`src/rtl/uart_if.sv`:
```
// -----------------------------------------------------------------------------
// uart_if: bundles the UART host-side handshake and the serial pins.
//   tx_start, tx_data  -> core : transmit request and payload
//   tx_busy, tx_done   <- core : transmit status
//   txd                <- core : serial output pin
//   rxd                -> core : serial input pin (asynchronous)
//   rx_data, rx_valid,
//   rx_frame_err,
//   rx_parity_err      <- core : receive result and error flags
// Modports: slave = the UART core, master = the logic driving it.
// -----------------------------------------------------------------------------
interface uart_if #(
    parameter int DATA_BITS = 8
) ();
    logic                 tx_start;
    logic [DATA_BITS-1:0] tx_data;
    logic                 tx_busy;
    logic                 tx_done;
    logic                 txd;
    logic                 rxd;
    logic [DATA_BITS-1:0] rx_data;
    logic                 rx_valid;
    logic                 rx_frame_err;
    logic                 rx_parity_err;

    modport slave (
        input  tx_start, tx_data, rxd,
        output tx_busy, tx_done, txd, rx_data, rx_valid, rx_frame_err, rx_parity_err
    );

    modport master (
        output tx_start, tx_data, rxd,
        input  tx_busy, tx_done, txd, rx_data, rx_valid, rx_frame_err, rx_parity_err
    );
endinterface

```
`src/rtl/uart_core.sv`:
```
// -----------------------------------------------------------------------------
// uart_core: parametrised full-duplex UART.
//   Configurable payload width, parity (none/even/odd), 1 or 2 stop bits and
//   baud divisor. One free-running oversample tick generator (16 ticks per bit)
//   is shared by TX and RX. RX uses a 2-flop synchroniser, majority vote of the
//   samples at ticks 7/8/9 and reports framing and parity errors.
// Ports:
//   clk       system clock, rising edge
//   reset_n   asynchronous active-low reset
//   loopback  (only with UART_LOOPBACK_EN) RX takes internal txd, pin txd held 1
//   bus       uart_if.slave: tx_start/tx_data/tx_busy/tx_done/txd,
//             rxd/rx_data/rx_valid/rx_frame_err/rx_parity_err
// Optional feature macro: UART_LOOPBACK_EN
// -----------------------------------------------------------------------------
module uart_core #(
    parameter int BAUD_DIV  = 651,
    parameter int DATA_BITS = 8,
    parameter int PARITY    = 0,
    parameter int STOP_BITS = 1
) (
    input  logic  clk,
    input  logic  reset_n,
`ifdef UART_LOOPBACK_EN
    input  logic  loopback,
`endif
    uart_if.slave bus
);
    localparam int   DIV_W   = (BAUD_DIV > 2) ? $clog2(BAUD_DIV) : 1;
    localparam int   BIT_W   = $clog2(DATA_BITS);
    localparam logic PAR_EN  = (PARITY != 0);
    localparam logic PAR_ODD = (PARITY == 2);

    // ---------------------------------------------------------------- ticks
    logic [DIV_W-1:0] br_cnt;
    logic             br_tick;

    assign br_tick = (br_cnt == DIV_W'(BAUD_DIV - 1));

    always_ff @(posedge clk or negedge reset_n) begin
        if (!reset_n)     br_cnt <= '0;
        else if (br_tick) br_cnt <= '0;
        else              br_cnt <= br_cnt + 1'b1;
    end

    // ---------------------------------------------------------- rxd sync
    logic [1:0] rxd_sync;

    always_ff @(posedge clk or negedge reset_n) begin
        if (!reset_n) rxd_sync <= 2'b11;
        else          rxd_sync <= {rxd_sync[0], bus.rxd};
    end

    // ------------------------------------------------------------------ TX
    typedef enum logic [2:0] {TX_IDLE, TX_START, TX_DATA, TX_PARITY, TX_STOP} tx_state_t;

    tx_state_t            tx_state, tx_state_n;
    logic [DATA_BITS-1:0] tx_shreg, tx_shreg_n;
    logic [3:0]           tx_tick, tx_tick_n;
    logic [BIT_W-1:0]     tx_bit, tx_bit_n;
    logic                 tx_stop, tx_stop_n;
    logic                 tx_par, tx_par_n;
    logic                 txd_q, txd_n;
    logic                 tx_done_q, tx_done_n;
    logic                 tx_last;

    // Last oversample tick of the current bit cell.
    assign tx_last = br_tick && (tx_tick == 4'd15);

    always_ff @(posedge clk or negedge reset_n) begin
        if (!reset_n) begin
            tx_state  <= TX_IDLE;
            tx_shreg  <= '0;
            tx_tick   <= '0;
            tx_bit    <= '0;
            tx_stop   <= 1'b0;
            tx_par    <= 1'b0;
            txd_q     <= 1'b1;
            tx_done_q <= 1'b0;
        end else begin
            tx_state  <= tx_state_n;
            tx_shreg  <= tx_shreg_n;
            tx_tick   <= tx_tick_n;
            tx_bit    <= tx_bit_n;
            tx_stop   <= tx_stop_n;
            tx_par    <= tx_par_n;
            txd_q     <= txd_n;
            tx_done_q <= tx_done_n;
        end
    end

    always_comb begin
        tx_state_n = tx_state;
        tx_shreg_n = tx_shreg;
        tx_tick_n  = tx_tick;
        tx_bit_n   = tx_bit;
        tx_stop_n  = tx_stop;
        tx_par_n   = tx_par;
        tx_done_n  = 1'b0;
        txd_n      = 1'b1;

        if (tx_state != TX_IDLE && br_tick) tx_tick_n = tx_tick + 4'd1;

        case (tx_state)
            TX_IDLE: begin
                if (bus.tx_start) begin
                    tx_shreg_n = bus.tx_data;
                    tx_par_n   = (^bus.tx_data) ^ PAR_ODD;
                    tx_tick_n  = '0;
                    tx_bit_n   = '0;
                    tx_stop_n  = 1'b0;
                    tx_state_n = TX_START;
                end
            end
            TX_START: if (tx_last) tx_state_n = TX_DATA;
            TX_DATA: begin
                if (tx_last) begin
                    tx_shreg_n = tx_shreg >> 1;
                    if (tx_bit == BIT_W'(DATA_BITS - 1))
                        tx_state_n = PAR_EN ? TX_PARITY : TX_STOP;
                    else
                        tx_bit_n = tx_bit + 1'b1;
                end
            end
            TX_PARITY: if (tx_last) tx_state_n = TX_STOP;
            TX_STOP: begin
                if (tx_last) begin
                    if (tx_stop == 1'(STOP_BITS - 1)) begin
                        tx_state_n = TX_IDLE;
                        tx_done_n  = 1'b1;
                    end else begin
                        tx_stop_n = 1'b1;
                    end
                end
            end
            default: tx_state_n = TX_IDLE;
        endcase

        // txd is registered from the next state so the pin never glitches.
        case (tx_state_n)
            TX_START:  txd_n = 1'b0;
            TX_DATA:   txd_n = tx_shreg_n[0];
            TX_PARITY: txd_n = tx_par_n;
            default:   txd_n = 1'b1;
        endcase
    end

    assign bus.tx_busy = (tx_state != TX_IDLE);
    assign bus.tx_done = tx_done_q;
`ifdef UART_LOOPBACK_EN
    assign bus.txd     = loopback ? 1'b1 : txd_q;
`else
    assign bus.txd     = txd_q;
`endif

    // ------------------------------------------------------------------ RX
    typedef enum logic [2:0] {RX_IDLE, RX_START, RX_DATA, RX_PARITY, RX_STOP} rx_state_t;

    rx_state_t            rx_state, rx_state_n;
    logic [DATA_BITS-1:0] rx_shreg, rx_shreg_n;
    logic [3:0]           rx_tick, rx_tick_n;
    logic [BIT_W-1:0]     rx_bit, rx_bit_n;
    logic                 rx_s7, rx_s7_n, rx_s8, rx_s8_n;
    logic                 rx_acc, rx_acc_n;      // running XOR of received payload
    logic                 rx_pend, rx_pend_n;    // parity mismatch awaiting stop bit
    logic                 rx_prev;
    logic [DATA_BITS-1:0] rx_data_q, rx_data_n;
    logic                 rx_valid_q, rx_valid_n;
    logic                 rx_fe_q, rx_fe_n;
    logic                 rx_pe_q, rx_pe_n;
    logic                 rx_in, rx_samp, rx_end, rx_maj;

`ifdef UART_LOOPBACK_EN
    // Source select only changes between frames so a frame is never split.
    logic lb_sel;

    always_ff @(posedge clk or negedge reset_n) begin
        if (!reset_n)                lb_sel <= 1'b0;
        else if (rx_state == RX_IDLE) lb_sel <= loopback;
    end

    assign rx_in = lb_sel ? txd_q : rxd_sync[1];
`else
    assign rx_in = rxd_sync[1];
`endif

    assign rx_samp = br_tick && (rx_tick == 4'd9);
    assign rx_end  = br_tick && (rx_tick == 4'd15);
    assign rx_maj  = (rx_s7 & rx_s8) | (rx_s7 & rx_in) | (rx_s8 & rx_in);

    always_ff @(posedge clk or negedge reset_n) begin
        if (!reset_n) begin
            rx_state   <= RX_IDLE;
            rx_shreg   <= '0;
            rx_tick    <= '0;
            rx_bit     <= '0;
            rx_s7      <= 1'b1;
            rx_s8      <= 1'b1;
            rx_acc     <= 1'b0;
            rx_pend    <= 1'b0;
            rx_prev    <= 1'b1;
            rx_data_q  <= '0;
            rx_valid_q <= 1'b0;
            rx_fe_q    <= 1'b0;
            rx_pe_q    <= 1'b0;
        end else begin
            rx_state   <= rx_state_n;
            rx_shreg   <= rx_shreg_n;
            rx_tick    <= rx_tick_n;
            rx_bit     <= rx_bit_n;
            rx_s7      <= rx_s7_n;
            rx_s8      <= rx_s8_n;
            rx_acc     <= rx_acc_n;
            rx_pend    <= rx_pend_n;
            rx_prev    <= rx_in;
            rx_data_q  <= rx_data_n;
            rx_valid_q <= rx_valid_n;
            rx_fe_q    <= rx_fe_n;
            rx_pe_q    <= rx_pe_n;
        end
    end

    always_comb begin
        rx_state_n = rx_state;
        rx_shreg_n = rx_shreg;
        rx_tick_n  = rx_tick;
        rx_bit_n   = rx_bit;
        rx_s7_n    = rx_s7;
        rx_s8_n    = rx_s8;
        rx_acc_n   = rx_acc;
        rx_pend_n  = rx_pend;
        rx_data_n  = rx_data_q;
        rx_valid_n = 1'b0;
        rx_fe_n    = rx_fe_q;
        rx_pe_n    = rx_pe_q;

        if (rx_state != RX_IDLE && br_tick) begin
            rx_tick_n = rx_tick + 4'd1;
            if (rx_tick == 4'd7) rx_s7_n = rx_in;
            if (rx_tick == 4'd8) rx_s8_n = rx_in;
        end

        case (rx_state)
            RX_IDLE: begin
                if (rx_prev && !rx_in) begin
                    rx_tick_n  = '0;
                    rx_bit_n   = '0;
                    rx_acc_n   = 1'b0;
                    rx_pend_n  = 1'b0;
                    rx_state_n = RX_START;
                end
            end
            RX_START: begin
                if (rx_samp && rx_maj) rx_state_n = RX_IDLE;   // glitch, not a start bit
                else if (rx_end)       rx_state_n = RX_DATA;
            end
            RX_DATA: begin
                if (rx_samp) begin
                    rx_shreg_n = {rx_maj, rx_shreg[DATA_BITS-1:1]};
                    rx_acc_n   = rx_acc ^ rx_maj;
                end
                if (rx_end) begin
                    if (rx_bit == BIT_W'(DATA_BITS - 1))
                        rx_state_n = PAR_EN ? RX_PARITY : RX_STOP;
                    else
                        rx_bit_n = rx_bit + 1'b1;
                end
            end
            RX_PARITY: begin
                if (rx_samp) rx_pend_n = rx_maj ^ rx_acc ^ PAR_ODD;
                if (rx_end)  rx_state_n = RX_STOP;
            end
            RX_STOP: begin
                // Finish at the majority point so a following start bit is not missed.
                if (rx_samp) begin
                    rx_data_n  = rx_shreg;
                    rx_valid_n = 1'b1;
                    rx_fe_n    = ~rx_maj;
                    rx_pe_n    = PAR_EN & rx_pend;
                    rx_state_n = RX_IDLE;
                end
            end
            default: rx_state_n = RX_IDLE;
        endcase
    end

    assign bus.rx_data       = rx_data_q;
    assign bus.rx_valid      = rx_valid_q;
    assign bus.rx_frame_err  = rx_fe_q;
    assign bus.rx_parity_err = rx_pe_q;

endmodule

```
`src/flat_wrapper.sv`:
```
// flat-port wrapper written by rule: the top's interface ports become plain ports
module uart_core_flat 
#(
    parameter int BAUD_DIV  = 651,
    parameter int DATA_BITS = 8,
    parameter int PARITY    = 0,
    parameter int STOP_BITS = 1
)
  (clk, reset_n, bus_tx_start, bus_tx_data, bus_rxd, bus_tx_busy, bus_tx_done, bus_txd, bus_rx_data, bus_rx_valid, bus_rx_frame_err, bus_rx_parity_err);
  uart_if #(.DATA_BITS(DATA_BITS)) bus_i ();
  input  logic clk;
  input  logic reset_n;
  input wire logic [$bits(bus_i.tx_start)-1:0] bus_tx_start;
  input wire logic [$bits(bus_i.tx_data)-1:0] bus_tx_data;
  input wire logic [$bits(bus_i.rxd)-1:0] bus_rxd;
  output wire logic [$bits(bus_i.tx_busy)-1:0] bus_tx_busy;
  output wire logic [$bits(bus_i.tx_done)-1:0] bus_tx_done;
  output wire logic [$bits(bus_i.txd)-1:0] bus_txd;
  output wire logic [$bits(bus_i.rx_data)-1:0] bus_rx_data;
  output wire logic [$bits(bus_i.rx_valid)-1:0] bus_rx_valid;
  output wire logic [$bits(bus_i.rx_frame_err)-1:0] bus_rx_frame_err;
  output wire logic [$bits(bus_i.rx_parity_err)-1:0] bus_rx_parity_err;
  assign bus_i.tx_start = bus_tx_start;
  assign bus_i.tx_data = bus_tx_data;
  assign bus_i.rxd = bus_rxd;
  assign bus_tx_busy = bus_i.tx_busy;
  assign bus_tx_done = bus_i.tx_done;
  assign bus_txd = bus_i.txd;
  assign bus_rx_data = bus_i.rx_data;
  assign bus_rx_valid = bus_i.rx_valid;
  assign bus_rx_frame_err = bus_i.rx_frame_err;
  assign bus_rx_parity_err = bus_i.rx_parity_err;
  uart_core #(.BAUD_DIV(BAUD_DIV), .DATA_BITS(DATA_BITS), .PARITY(PARITY), .STOP_BITS(STOP_BITS)) u_core (.clk(clk), .reset_n(reset_n), .bus(bus_i));
endmodule
```
`config.mk`:
```
export PLATFORM = sky130hd
export DESIGN_NAME = uart_core_flat
export DESIGN_NICKNAME = d
export VERILOG_FILES = /design/src/rtl/uart_if.sv /design/src/rtl/uart_core.sv /design/src/flat_wrapper.sv
export SDC_FILE = /design/constraint.sdc
export NUM_CORES = 1
export LEC_CHECK = 0
export CORE_ASPECT_RATIO = 1.25
export CORE_MARGIN = 8
export CORE_UTILIZATION = 50
export DETAILED_ROUTE_END_ITERATION = 8
export PLACE_DENSITY = 0.8
export SYNTH_ARGS = -nofsm -noshare
export SYNTH_HDL_FRONTEND = slang
export SYNTH_SLANG_ARGS = --single-unit
```
`constraint.sdc`:
```
create_clock -name clk -period 4.5 [get_ports clk]
set_input_delay 0.9 -clock clk [delete_from_list [all_inputs] [get_ports clk]]
set_output_delay 0.9 -clock clk [all_outputs]
set_load 0.05 [all_outputs]
```
==> Word level (Yosys, flattened, before mapping) <==
Index checks and enable logic that the tools add are counted.
{ "op_classes": {"add_sub_neg": 5, "n_eq_ne": 30, "mux": 46, "bitwise": 6, "reduce_logical": 25} }
{ "op_table": {"columns": ["operator", "n"], "rows": [
  ["3-bit two-way mux", 20],
  ["3-bit case mux with 5 select lines", 2],
  ["4-bit two-way mux", 6],
  ["3-bit by 2-bit equality test with 1-bit output (second input constant)", 6],
  ["4-bit equality test (second input constant)", 4],
  ["8-bit two-way mux", 2],
  ["8-bit case mux with 2 select lines", 1],
  ["2-bit by 1-bit inequality test with 1-bit output (second input constant)", 7],
  ["3-bit equality test (second input constant)", 4],
  ["3-bit case mux with 2 select lines", 2],
  ["10-bit by 1-bit adder with 10-bit output (second input constant)", 1],
  ["10-bit equality test (second input constant)", 1],
  ["1-bit two-way mux", 10],
  ["10-bit two-way mux", 1],
  ["3-bit by 1-bit equality test with 1-bit output (second input constant)", 3],
  ["4-bit by 1-bit adder with 4-bit output (second input constant)", 2],
  ["2-bit AND reduction", 4],
  ["4-bit AND reduction", 2],
  ["8-bit parity", 1],
  ["1-bit logical AND", 7],
  ["3-bit by 1-bit adder with 3-bit output (second input constant)", 2],
  ["3-bit logical NOT", 2],
  ["2-bit inequality test (second input constant)", 3],
  ["3-bit AND reduction", 2],
  ["other kinds (11)", 17]
]} }
{ "totals": {"register_bits": 65, "input_bits": 12, "output_inout_bits": 14, "wordCells": 133} }

==> Logic depth before layout (Yosys ltp) <==
Gate-level depths: netlist of run 1.
{ "logic_depth": {"depth_word": 6, "mapped_depth": 9} }

==> Least setup slack after synthesis of run 1 <==
Ideal clock, no wire load.
{ "synth_timing": {"path_kind": "input to register", "startpoint": "input bus_tx_data[5]", "endpoint": "register u_core.txd_q, in the netlist u_core.bus.txd", "setup_time_ns": 0.081, "arrival_ns": 1.926, "slack_ns": 2.493, "cell_stages": 6, "n_path_buf": 0, "cell_sequence": "xnor2_1 -> xnor2_1 -> xnor2_1 -> o21ai_0 -> or3b_1 -> a32oi_1"} }
{ "synth_between": {"elab_chain_len": 4} }
{ "synth_rtl": {"columns": ["element", "line", "source"], "rows": [
  ["from (decl)", "flat_wrapper.sv:14", "input wire logic [$bits(bus_i.tx_data)-1:0] bus_tx_data;"],
  ["8-bit parity", "uart_core.sv:107", "tx_par_n = (^bus.tx_data) ^ PAR_ODD;"],
  ["1-bit two-way mux", "uart_core.sv:105", "if (bus.tx_start) begin"],
  ["1-bit two-way mux", "uart_core.sv:103", "case (tx_state)"],
  ["via u_core.tx_par_n", "uart_core.sv:61", "logic tx_par, tx_par_n;"],
  ["1-bit case mux with 3 select lines", "uart_core.sv:139", "case (tx_state_n)"],
  ["via u_core.txd_n", "uart_core.sv:62", "logic txd_q, txd_n;"],
  ["to (signal assigned)", "uart_core.sv:86", "txd_q <= txd_n;"],
  ["to (decl)", "uart_core.sv:62", null]
]} }
The timed path passes the listed nets, and every way through them passes these cells.
A chain may end at the register's enable or synchronous reset.

==> Worst setup path after layout of run 1 <==
{ "layout_timing": {"startpoint": "register u_core.tx_state[0]", "endpoint": "output bus_tx_busy"} }
{ "layout_between": {"elab_chain_len": 1} }
{ "layout_rtl": {"columns": ["element", "line", "source"], "rows": [
  ["from (decl)", "uart_core.sv:56", "tx_state_t tx_state, tx_state_n;"],
  ["from (signal assigned)", "uart_core.sv:80", "tx_state <= tx_state_n;"],
  ["3-bit nonzero test", "uart_core.sv:147", "assign bus.tx_busy = (tx_state != TX_IDLE);"],
  ["to (decl)", "flat_wrapper.sv:16", "output wire logic [$bits(bus_i.tx_busy)-1:0] bus_tx_busy;"]
]} }
No other way between the ends.

==> reports/results.ini, run 1 <==
[layout]
multiInputGateArea_um2=1250
area_growth_pct=16.3
layout_common_cells=58 x dfrtp_1, 28 x nand2_1, 23 x clkdlybuf4s50_1
regArea_um2=1610
final_nets=303
fillers=488
diodes=0
drive_gt1_share_pct=19.6
final_common_cell=dfrtp_1

[die]
pin_count=26
placementRows=31
core_area_um2=5740
dieWidth_um=84.5
dieArea_um2=8580
start_util_pct=51.0
die_h_um=102

[power_and_ir_drop]
p_leak_nw=1.64
power_density_nw_per_um2=325
p_total_mw=1.11
vdd_drop_max_mv=0.166

[global_route]
grt_pass1_wl_mm=9.19
first_global_vias=2025
grt.total_usage_pct=13.5
grt_max_degree=41
overflow=0
antenna_found_initial=0

[synthesis]
synth_compound_area_share_pct=8.03
yosysUniqueCellTypes=50
ys_seq_elements=64
synth_top_family_by_area=simple AND/OR/NAND/NOR gates
synth_xor_area_share_pct=5.68
syn_avg_cell_area_um2=11.6
syn_nets=274
seq_area_frac_synth_pct=54.9
synthFlopType=dfrtp_1
synthArstFlopShare_pct=100
postSynthCellCount=252
synth_edf_count=0
syn-cell-area_um2=2930
synth_mux_area_share_pct=7.69
synthSimpleGateAreaFrac_pct=16.4
synthAdderAreaFrac_pct=4.61
yosys_warnings=0

[clocking]
postCtsSetupRepairBufs=0
cts.path.max_buffers=2
clock_latency_ns=0.34
cts_resized=0
clk_pin_slew_worst_paths_ns=0.07
cts_htree_levels=3
tritoncts=yes
cts-root-buf=clkbuf_8
cts_hold_buffers=0
cts.sinks=64
numCtsBuffers=9

[placement]
gp_congestion=0.790
io_buffer_count=24
dp_hpwl_mm=3.63

[timing]
final-setup-viol-count=0
fin_tns_setup_ns=0
finalMaxSlewViolations=0
slew_headroom_pct=42.4
hold_viol=0
rsz0062_at_grt=false
worst_pin_slew_ns=0.864
fin_crit_ns=2.87
fin_crit_sh_pct=63.8
clock_skew_ns=0.00883
max_freq_mhz=348

[setup_path]
worstSetupStartpointType=register
crit_type=reg -> out
cp_slowest_stage_delay_ns=0.72
crit_chain=nor3_1 > inv_1 > clkdlybuf4s50_1
cp-end-kind=output pin
cp_slowest_cell=clkdlybuf4s50_1
cp.arrival_ns=1.97
worstPathMaxFanout=9
cp.required_ns=3.60

[route]
via_count=1957
drt_iter0_markers=113
vias_per_cell=5.56
drc=0
antenna_left=0
wl_per_cell_um=14.9
wl_mm=5.23
dr.pass1.iters=4

[run_status]
status=complete, no violations

[run]
cap_violations=0

[min_path]
holdCritPathClass=reg -> reg

area by class of cell:
| type | count | area share, % |
|---|---|---|
| inverter | 8 | 0.881 |
| tap | 66 | 2.42 |
| clock inverter | 7 | 2.13 |
| sequential | 64 | 47.2 |
| multi-input combinational | 173 | 36.6 |
| timing repair buffer | 25 | 7.12 |
| clock buffer | 9 | 3.63 |
synth_stat cells, types with 5 or more instances:
master   count  area, um^2
a21oi_1      6        30.0
and3_1       5        31.3
nand3_1     10        50.1
inv_1        8        30.0
o21ai_0      7        35.0
nand2_1     28         105
mux2_2      20         225
dfrtp_1     58        1450
dfstp_2      6         158
nor2_1      21        78.8
ha_1        10         125
xnor2_1     12         105
xor2_1       7        61.3
a22oi_1      6        45.0
metal layers:
metal	wire length (um)	track usage, %	vias up	part of all wire [%]
met3	299	5.36	9	5.7
met4	65	6.04	0	1.2
met1	2320	15.1	961	44
met5	0	0	-	0
met2	2540	22.3	49	49
li1	-	-	938	-
path summary, 6_finish.rpt:
| check | start | endpoint | slack, ns | cells past startpoint |
|---|---|---|---|---|
| worst max-delay path | u_core.tx_state[0]$_DFF_PN0_ | bus_tx_busy | 1.63 | 3 |
| worst min-delay path | u_core.rxd_sync[0]$_DFF_PN1_ | u_core.rxd_sync[1]$_DFF_PN1_ | 0.37 | 0 |
| worst max register to register | u_core.br_cnt[0]$_DFF_PN0_ | u_core.bus.rx_data[3]$_DFFE_PN0P_ | 2.07 | 7 |
| worst min register to register | u_core.rxd_sync[0]$_DFF_PN1_ | u_core.rxd_sync[1]$_DFF_PN1_ | 0.37 | 0 |
| max in group asynchronous | reset_n | u_core.bus.rx_frame_err$_DFFE_PN0P_ | 2.97 | 2 |
| min in group asynchronous | reset_n | u_core.rx_bit[2]$_DFFE_PN0P_ | 0.67 | 1 |
stage by stage:
stage / std cells / hold slack, ns / util, % / area [um^2] / setup WS, ns
floorplan: 252 / 0.345 / - / 2930 / 2.49
global placement: 336 / 0.361 / 56.0 / 3210 / 1.83
detailed placement: 336 / 0.360 / 56.0 / 3210 / 1.86
CTS: 352 / 0.367 / 59.4 / 3410 / 1.60
global route: 352 / 0.368 / 59.4 / 3410 / 1.48
finish: 352 / 0.366 / 59.4 / 3410 / 1.63
report_power, final:
part | internal, mW | switching, mW | total, mW
Combinational | 0.0177 | 0.0247 | 0.0424
Sequential | 0.579 | 0.00404 | 0.583
Clock | 0.255 | 0.227 | 0.482
logic make-up after synthesis:
| group | after synthesis |
|---|---|
| AND/OR/NAND/NOR | 89 |
| XOR/XNOR | 19 |
| buffers and inverters | 15 |
| other | 1 |
| adder cells (fa/ha/maj) | 11 |
| AO/OA/AOI/OAI | 33 |
| multiplexers | 20 |
| flip-flops | 64 |
registers in the layout, summed over array words and instances (netlist names), 4 cells and up:
| name | flops |
|---|---|
| u_core.rx_tick | 4 |
| u_core.tx_shreg | 8 |
| u_core.br_cnt | 10 |
| u_core.rx_shreg | 8 |
| u_core.tx_tick | 4 |
| u_core.bus.rx_data | 8 |
worst max-delay path, delay by kind of cell, from the launching register on:
family	cells	cell delay (ns)
buf+inv	2	0.84
flops	1	0.49
simple gates	1	0.32
(Power assumes the default switching activity.)
==> run 2, diff against run 1 <==
==> constraint.sdc (replaced) <==
create_clock -name clk -period 2.8 [get_ports clk]
set_input_delay 0.56 -clock clk [delete_from_list [all_inputs] [get_ports clk]]
set_output_delay 0.56 -clock clk [all_outputs]
set_load 0.05 [all_outputs]
==> run 2 against run 1 <==
  * Sequential share of layout area is 0.82 points lower
  * Combinational power rose by 62%
  * Sequential power increased by 61%
  * Core utilization rose by 1.0 points
  * Sequential cell count is the same
  * Register-to-register slack worse by 1.5 ns
  * Total power rose by 71%
  * Die area is the same
  * Critical path depth did not move
  * Critical path type unchanged
  * Critical endpoint unchanged
==> reports/results.ini, run 2 (synthesized netlist as in run 1, its figures left out) <==
[run_status]
status=complete, no violations

[setup_path]
startpoint=u_core.tx_state[0]$_DFF_PN0_
worstPathMaxFanout=9  ; unchanged
cp.required_ns=2.24  ; -1.36 ns
cp.arrival_ns=1.97  ; about the same
worstSetupStartpointType=register
r2r-start=u_core.br_cnt[0]$_DFF_PN0_
reg2reg_to=u_core.rx_bit[0]$_DFFE_PN0P_
cp-end-kind=output pin
reg2reg_slack_ns=0.55  ; -1.52 ns
crit_type=reg -> out
ff2ff_path_depth=9  ; +2

[timing]
max_freq_mhz=395
fin_crit_sh_pct=90.4
final-setup-viol-count=0  ; unchanged
fin_crit_ns=2.53
clock_skew_ns=0.0141  ; +0.00530 ns
slew_headroom_pct=65.0  ; +23 points
fin_tns_setup_ns=0  ; unchanged
rsz0062_at_grt=false
finalMaxSlewViolations=0  ; unchanged
worst_pin_slew_ns=0.523  ; -0.341 ns
hold_viol=0  ; unchanged

[clocking]
postCtsSetupRepairBufs=0  ; unchanged
cts_htree_levels=3  ; unchanged
clock_latency_ns=0.35  ; about the same
cts_hold_buffers=0  ; unchanged
cts_resized=0  ; unchanged
tritoncts=yes
cts.sinks=64  ; unchanged
cts-root-buf=clkbuf_8
clk_pin_slew_worst_paths_ns=0.08  ; about the same
cts.path.max_buffers=2  ; unchanged
numCtsBuffers=9  ; unchanged

[global_route]
grt_pass1_wl_mm=9.34  ; +1.7%
first_global_vias=2000  ; -1.2%
overflow=0  ; unchanged
grt_max_degree=35  ; -15%
grt.total_usage_pct=14.0  ; +0.49 points
antenna_found_initial=0  ; unchanged

[layout]
regArea_um2=1610  ; unchanged
final_common_cell=dfrtp_1
final_nets=307  ; +1.3%
fillers=495  ; +1.4%
drive_gt1_share_pct=20.7  ; +1.1 points
regMostFlops=u_core.br_cnt
diodes=0  ; unchanged
largest_reg_flops=10  ; unchanged
multiInputGateArea_um2=1250  ; unchanged
area_growth_pct=18.4
layout_common_cells=58 x dfrtp_1, 28 x nand2_1, 23 x clkdlybuf4s50_1

[run]
cap_violations=0  ; unchanged

[min_path]
holdCritPathClass=in -> async

[power_and_ir_drop]
p_leak_nw=1.68  ; +2.2%
power_density_nw_per_um2=548  ; +69%
p_total_mw=1.90  ; +71%
vdd_drop_max_mv=0.385  ; +130%

[die]
dieWidth_um=84.5  ; unchanged
die_h_um=102  ; unchanged
start_util_pct=51.0  ; unchanged
pin_count=26  ; unchanged
dieArea_um2=8580  ; unchanged
core_area_um2=5740  ; unchanged
placementRows=31  ; unchanged

[route]
antenna_left=0  ; unchanged
via_count=1906  ; -2.6%
dr.pass1.iters=4  ; unchanged
drt_iter0_markers=84  ; -26%
wl_per_cell_um=14.9  ; about the same
drc=0  ; unchanged
vias_per_cell=5.35  ; -3.7%
wl_mm=5.29  ; +1.1%

[placement]
gp_congestion=0.789  ; -0.15%
dp_hpwl_mm=3.78  ; +4.3%
io_buffer_count=24  ; unchanged

==> run 2: per-stage QoR <==
step	hold WS, ns	cells	worst slack (ns)	util (%)	instance area [um^2]
2_1_floorplan	0.264	252	0.860	-	2930
3_3_place_gp	0.360	340	0.465	56.5	3240
3_5_place_dp	0.358	340	0.458	56.5	3240
4_1_cts	0.220	356	0.238	60.4	3470
5_1_grt	0.252	356	0.0928	60.4	3470
6_report	0.226	356	0.269	60.4	3470
==> run 2: cell type report <==
class,count,share of cell area [%]
clock buffers,9,3.57
clock inverters,7,2.96
inverters,8,0.866
multi-input cells,173,36.0
flip-flops and latches,64,46.4
well taps,66,2.38
repair buffers,29,7.86
==> run 2: worst max-delay path by stage <==
stage / endpoint / slack (ns) / cells after the start
2_1_floorplan: u_core.tx_bit[0]$_DFFE_PN0P_ / 0.86 / 8
3_3_place_gp: u_core.bus.txd$_DFF_PN1_ / 0.47 / 7
3_5_place_dp: u_core.bus.txd$_DFF_PN1_ / 0.46 / 7
4_1_cts: bus_tx_busy / 0.24 / 3
5_1_grt: bus_tx_busy / 0.09 / 3
6_report: bus_tx_busy / 0.27 / 3
==> run 2: per-layer routing <==
layer | up-vias | part of all wire (%) | global-route usage (%)
li1 | 938 | - | -
met1 | 926 | 43 | 15.4
met3 | 5 | 5.4 | 6.09
met4 | 0 | 1.2 | 6.04
met2 | 37 | 50 | 23.1
met5 | - | 0 | 0
==> run 2: critical path: stages, from the launching register on <==
cell             delay, ns
dfrtp_1               0.49
nor3_1                0.30
inv_1                 0.11
clkdlybuf4s50_1       0.73
==> run 2: where the power goes <==
| part | internal [mW] | switching, mW |
|---|---|---|
| clock | 0.510 | 0.384 |
| sequential | 0.930 | 0.00653 |
| combinational | 0.0294 | 0.0393 |
==> patch 1, RTL diff (config.mk and constraints of run 2) <==
`DATA_BITS` is set to 8 in 3 places; all go to 4.
--- a/src/rtl/uart_if.sv
+++ b/src/rtl/uart_if.sv
@@ -10,7 +10,7 @@
 // Modports: slave = the UART core, master = the logic driving it.
 // -----------------------------------------------------------------------------
 interface uart_if #(
-    parameter int DATA_BITS = 8
+    parameter int DATA_BITS = 4
 ) ();
     logic                 tx_start;
     logic [DATA_BITS-1:0] tx_data;
--- a/src/rtl/uart_core.sv
+++ b/src/rtl/uart_core.sv
@@ -14,7 +14,7 @@
 // -----------------------------------------------------------------------------
 module uart_core #(
     parameter int BAUD_DIV  = 651,
-    parameter int DATA_BITS = 8,
+    parameter int DATA_BITS = 4,
     parameter int PARITY    = 0,
     parameter int STOP_BITS = 1
 ) (
--- a/src/flat_wrapper.sv
+++ b/src/flat_wrapper.sv
@@ -2,7 +2,7 @@
 module uart_core_flat 
 #(
     parameter int BAUD_DIV  = 651,
-    parameter int DATA_BITS = 8,
+    parameter int DATA_BITS = 4,
     parameter int PARITY    = 0,
     parameter int STOP_BITS = 1
 )
Ports: changed (resized bus_rx_data and bus_tx_data); port bits go from 26 to 18. No check against the original RTL was run, so the function may have changed too.
==> patch 1 against run 2 <==
  * Global-route usage is 1.7 points lower
  * Sequential cell count is 14 lower
  * Synthesized area is 16% lower
  * Power is 36% lower
  * Wire length is 20% lower
  * Final area is 20% lower
  * Count of clock-buffer cells in the layout is 4 lower
  * Largest power group unchanged
  * Combinational power is 32% lower
  * Worst hold slack worse by 110 ps
  * Maximum frequency is 1.4% higher
  * Setup slack better by 36 ps
  * Utilization is 1.5 points lower
==> patch 1: results (changes against run 2) <==
INFO  outcome        outcome=complete, no violations
INFO  synthesis      netlist_top_cells_area=sky130_fd_sc_hd__dfrtp_1, sky130_fd_sc_hd__dfstp_2, sky130_fd_sc_hd__mux2_2, sky130_fd_sc_hd__ha_1, sky130_fd_sc_hd__nand2_1
INFO  placed_design  io_buffer_count=16 [-33%]
INFO  synthesis      synth.cells.most_frequent=sky130_fd_sc_hd__dfrtp_1, sky130_fd_sc_hd__nand2_1, sky130_fd_sc_hd__nor2_1
INFO  power          total_leakage_power=1.25nW [-25%]
INFO  cts            clock_tree.htree_level_count=2 [-1]
INFO  routing        vias_per_cell=5.47 [+2.2%]
INFO  global_route   via_count_of_the_first_global_routing_pass=1703 [-15%]
INFO  sta            post_route_clock_skew=16.2ps [+2.03 ps]
INFO  synthesis      netlist-cell-type-count=52 [+4.0%]
INFO  placed_design  detailedPlacementHpwl=3230um [-15%]
INFO  routing        post_drt_wl_per_cell=13.8um [-7.2%]
INFO  layout         fin_nets=261 [-15%]
INFO  layout         fillCellCount=400 [-19%]
INFO  layout         post_route_cells_drive_above_1_share=16.3% [-4.4 points]
INFO  synthesis      synthesis.nets=240 [-12%]
INFO  critical_path  timing.critical_path.slowest_cell_delay=710ps [-20 ps]
INFO  placed_design  pre_cts_ws=653ps [+195 ps]
INFO  synthesis      seq_area_frac_synth=51.0% [-3.9 points]
INFO  routing        drt_iter0_drc=112 [+33%]
INFO  critical_path  r2r_slack=840ps [+290 ps]
INFO  power          vdd.ir_drop.worst=0.293mV [-24%]
INFO  cts            cts_inserted_buffers=5 [-4]
INFO  global_route   grt_first_pass_wirelength=7470um [-20%]
INFO  sta            worstMarginPinSlew=503ps [-19.9 ps]
INFO  critical_path  worst_ep_arrival=1930ps [-40 ps]
## patch 1: critical path: cells and delay by family, from the launching register on
family        cells  cell delay (ps)
simple gates      1              360
buf+inv           2              790
flops             1              480
## patch 1: worst min path at each step
stage | slack [ps] | end | depth (start not counted) | from
after floorplan | 260 | u_core.br_cnt[0] | 0 | reset_n
after global placement | 350 | u_core.rxd_sync[1] | 0 | u_core.rxd_sync[0]
after detailed placement | 350 | u_core.rxd_sync[1] | 0 | u_core.rxd_sync[0]
after CTS | 120 | u_core.br_cnt[1] | 1 | reset_n
after global routing | 130 | u_core.br_cnt[1] | 1 | reset_n
final | 120 | u_core.rx_tick[3] | 1 | reset_n
## patch 1: cells by family (layout without fill, tap and decap cells)
family	after synthesis	in the layout	share of synthesized area, %
buffers and inverters	13	35	2.28
multiplexers	16	16	7.00
other	1	1	0.152
flip-flops	50	50	51.0
XOR/XNOR	15	15	5.32
AND/OR/NAND/NOR	94	94	23.1
adder cells (fa/ha/maj)	8	8	4.06
AO/OA/AOI/OAI	27	27	7.10
## patch 1: through the flow
step                util [%]  hold slack, ps  cells  total power [mW]
finish                  58.9             120    306              1.22
global route            58.9             132    306              1.27
CTS                     58.9             125    306              1.23
detailed placement      56.9             352    298             0.795
global placement        56.9             350    298             0.795
floorplan                  -             264    224             0.767
## patch 1: power by group
| part | internal [mW] | switching [mW] |
|---|---|---|
| Sequential | 0.728 | 0.00521 |
| Combinational | 0.0176 | 0.0293 |
| Clock | 0.185 | 0.252 |
| Total | 0.931 | 0.286 |
## patch 1: cell type report
type | count | share of cell area, %
Multi-Input combinational cell | 161 | 41.3
Inverter | 9 | 1.21
Clock buffer | 5 | 2.47
Clock inverter | 3 | 1.03
Sequential cell | 50 | 45.2
Tap cell | 60 | 2.69
Timing Repair Buffer | 18 | 6.10
## patch 1: per-layer routing
layer	track usage (%)	vias to the layer above	part of all wire, %
li1	-	831	-
met5	0	-	0
met3	3.04	6	3.2
met4	4.64	0	1.4
met1	14.9	818	45
met2	20.5	20	50
==> patch 2, RTL diff (flow settings as in run 2) <==
Without the edit above. The 5 states of `rx_state_t` get a one-hot encoding in 5 bits.
--- a/src/rtl/uart_core.sv
+++ b/src/rtl/uart_core.sv
@@ -153,7 +153,7 @@
 `endif
 
     // ------------------------------------------------------------------ RX
-    typedef enum logic [2:0] {RX_IDLE, RX_START, RX_DATA, RX_PARITY, RX_STOP} rx_state_t;
+    typedef enum logic [4:0] {RX_IDLE = 5'b00001, RX_START = 5'b00010, RX_DATA = 5'b00100, RX_PARITY = 5'b01000, RX_STOP = 5'b10000} rx_state_t;
 
     rx_state_t            rx_state, rx_state_n;
     logic [DATA_BITS-1:0] rx_shreg, rx_shreg_n;
Check against the original RTL: no difference found for any inputs over 10 cycles, from zero or initial values and one cycle with reset_n low; not proved beyond that.
==> patch 2 against run 2 <==
  * Setup slack worse by 1.8 ps
  * Wire length grew 2.8%
  * Power about the same
  * Final area grew 4.3%
  * Sequential cell count grew 1
  * Critical path type unchanged
  * Largest power group unchanged
  * Highest routed layer unchanged
  * Maximum frequency hardly changed
  * Utilization shrank 0.59 points
  * Largest cell class unchanged
  * Synthesized area is 4.6% higher
==> patch 2: results (changes against run 2) <==
INFO  critical_path  worst_setup_path_startpoint=u_core.tx_state[2]
INFO  routing        drt_iter0_drc=99 [+18%]
INFO  synthesis      synthesis.nets=307 [+12%]
INFO  global_route   grt_util_met2=23.2% [+0.080 points]
INFO  power          comb-power=128uW [+86%]
INFO  global_route   grt_first_pass_wirelength=9690um [+3.7%]
INFO  placed_design  post_dp_cell_area=0.00342mm^2 [+5.4%]
INFO  synthesis      synth_area_per_cell=10.8um^2 [-7.5%]
INFO  global_route   globalRouteMet1Util=14.5% [-0.88 points]
INFO  sta            final_period_minus_worst_setup_slack=2530ps [+1.79 ps]
INFO  critical_path  r2r_slack=530ps [-20 ps]
INFO  power          vdd.ir_drop.worst=0.284mV [-26%]
INFO  placed_design  pre_cts_ws=538ps [+79.5 ps]
INFO  layout         fin_nets=340 [+11%]
INFO  power          total_leakage_power=1.67nW [-0.45%]
INFO  global_route   grt_max_degree=40 [+14%]
INFO  layout         finalInstanceArea=0.00362mm^2 [+4.3%]
INFO  routing        vias_per_cell=5.25 [-1.8%]
INFO  routing        post_drt_wl_per_cell=13.3um [-10%]
INFO  global_route   groute.usage.overall=13.6% [-0.36 points]
INFO  placed_design  detailedPlacementHpwl=4000um [+5.8%]
INFO  layout         count_of_non_filler_cells_in_the_finished_layout=408 [+15%]
INFO  critical_path  r2r_end=u_core.tx_bit[1]
INFO  placed_design  numPlacedInstances=392 [+15%]
INFO  outcome        outcome=complete, no violations
INFO  synthesis      netlist-cell-type-count=53 [+6.0%]
INFO  critical_path  r2r_cells=7 [-2]
INFO  power          p_seq_share=51.7% [+2.4 points]
INFO  layout         post_route_cells_drive_above_1_share=15.5% [-5.2 points]
INFO  critical_path  critical_path_peak_fanout=6 [-3]
INFO  global_route   via_count_of_the_first_global_routing_pass=2195 [+9.8%]
INFO  layout         fillCellCount=511 [+3.2%]
==> patch 2: metal layers <==
layer | part of all wire, % | wire, um
met3 | 5.5 | 298
met4 | 1.7 | 95
met2 | 51 | 2750
met1 | 42 | 2290
met5 | 0 | 0
==> patch 2: logic make-up (layout without fill, tap and decap cells) <==
kind of cell | after synthesis | in the layout | share of synthesized area [%]
AOI/OAI and AO/OA | 36 | 36 | 8.00
xor gates and xnor gates | 18 | 18 | 5.14
adders and majority gates | 11 | 11 | 4.41
buffers and inverters | 14 | 52 | 1.96
DFF | 65 | 65 | 53.4
muxes | 17 | 17 | 6.04
other | 1 | 1 | 0.122
and+or+nand+nor | 123 | 123 | 20.9
==> patch 2: layout make-up <==
class                      instances  share of cell area (%)
sequential                        65                    45.2
timing repair buffer              28                    7.68
clock inverter                     3                    1.11
inverter                           8                   0.830
tap                               85                    2.94
clock buffer                      13                    4.39
multi-input combinational        206                    37.8
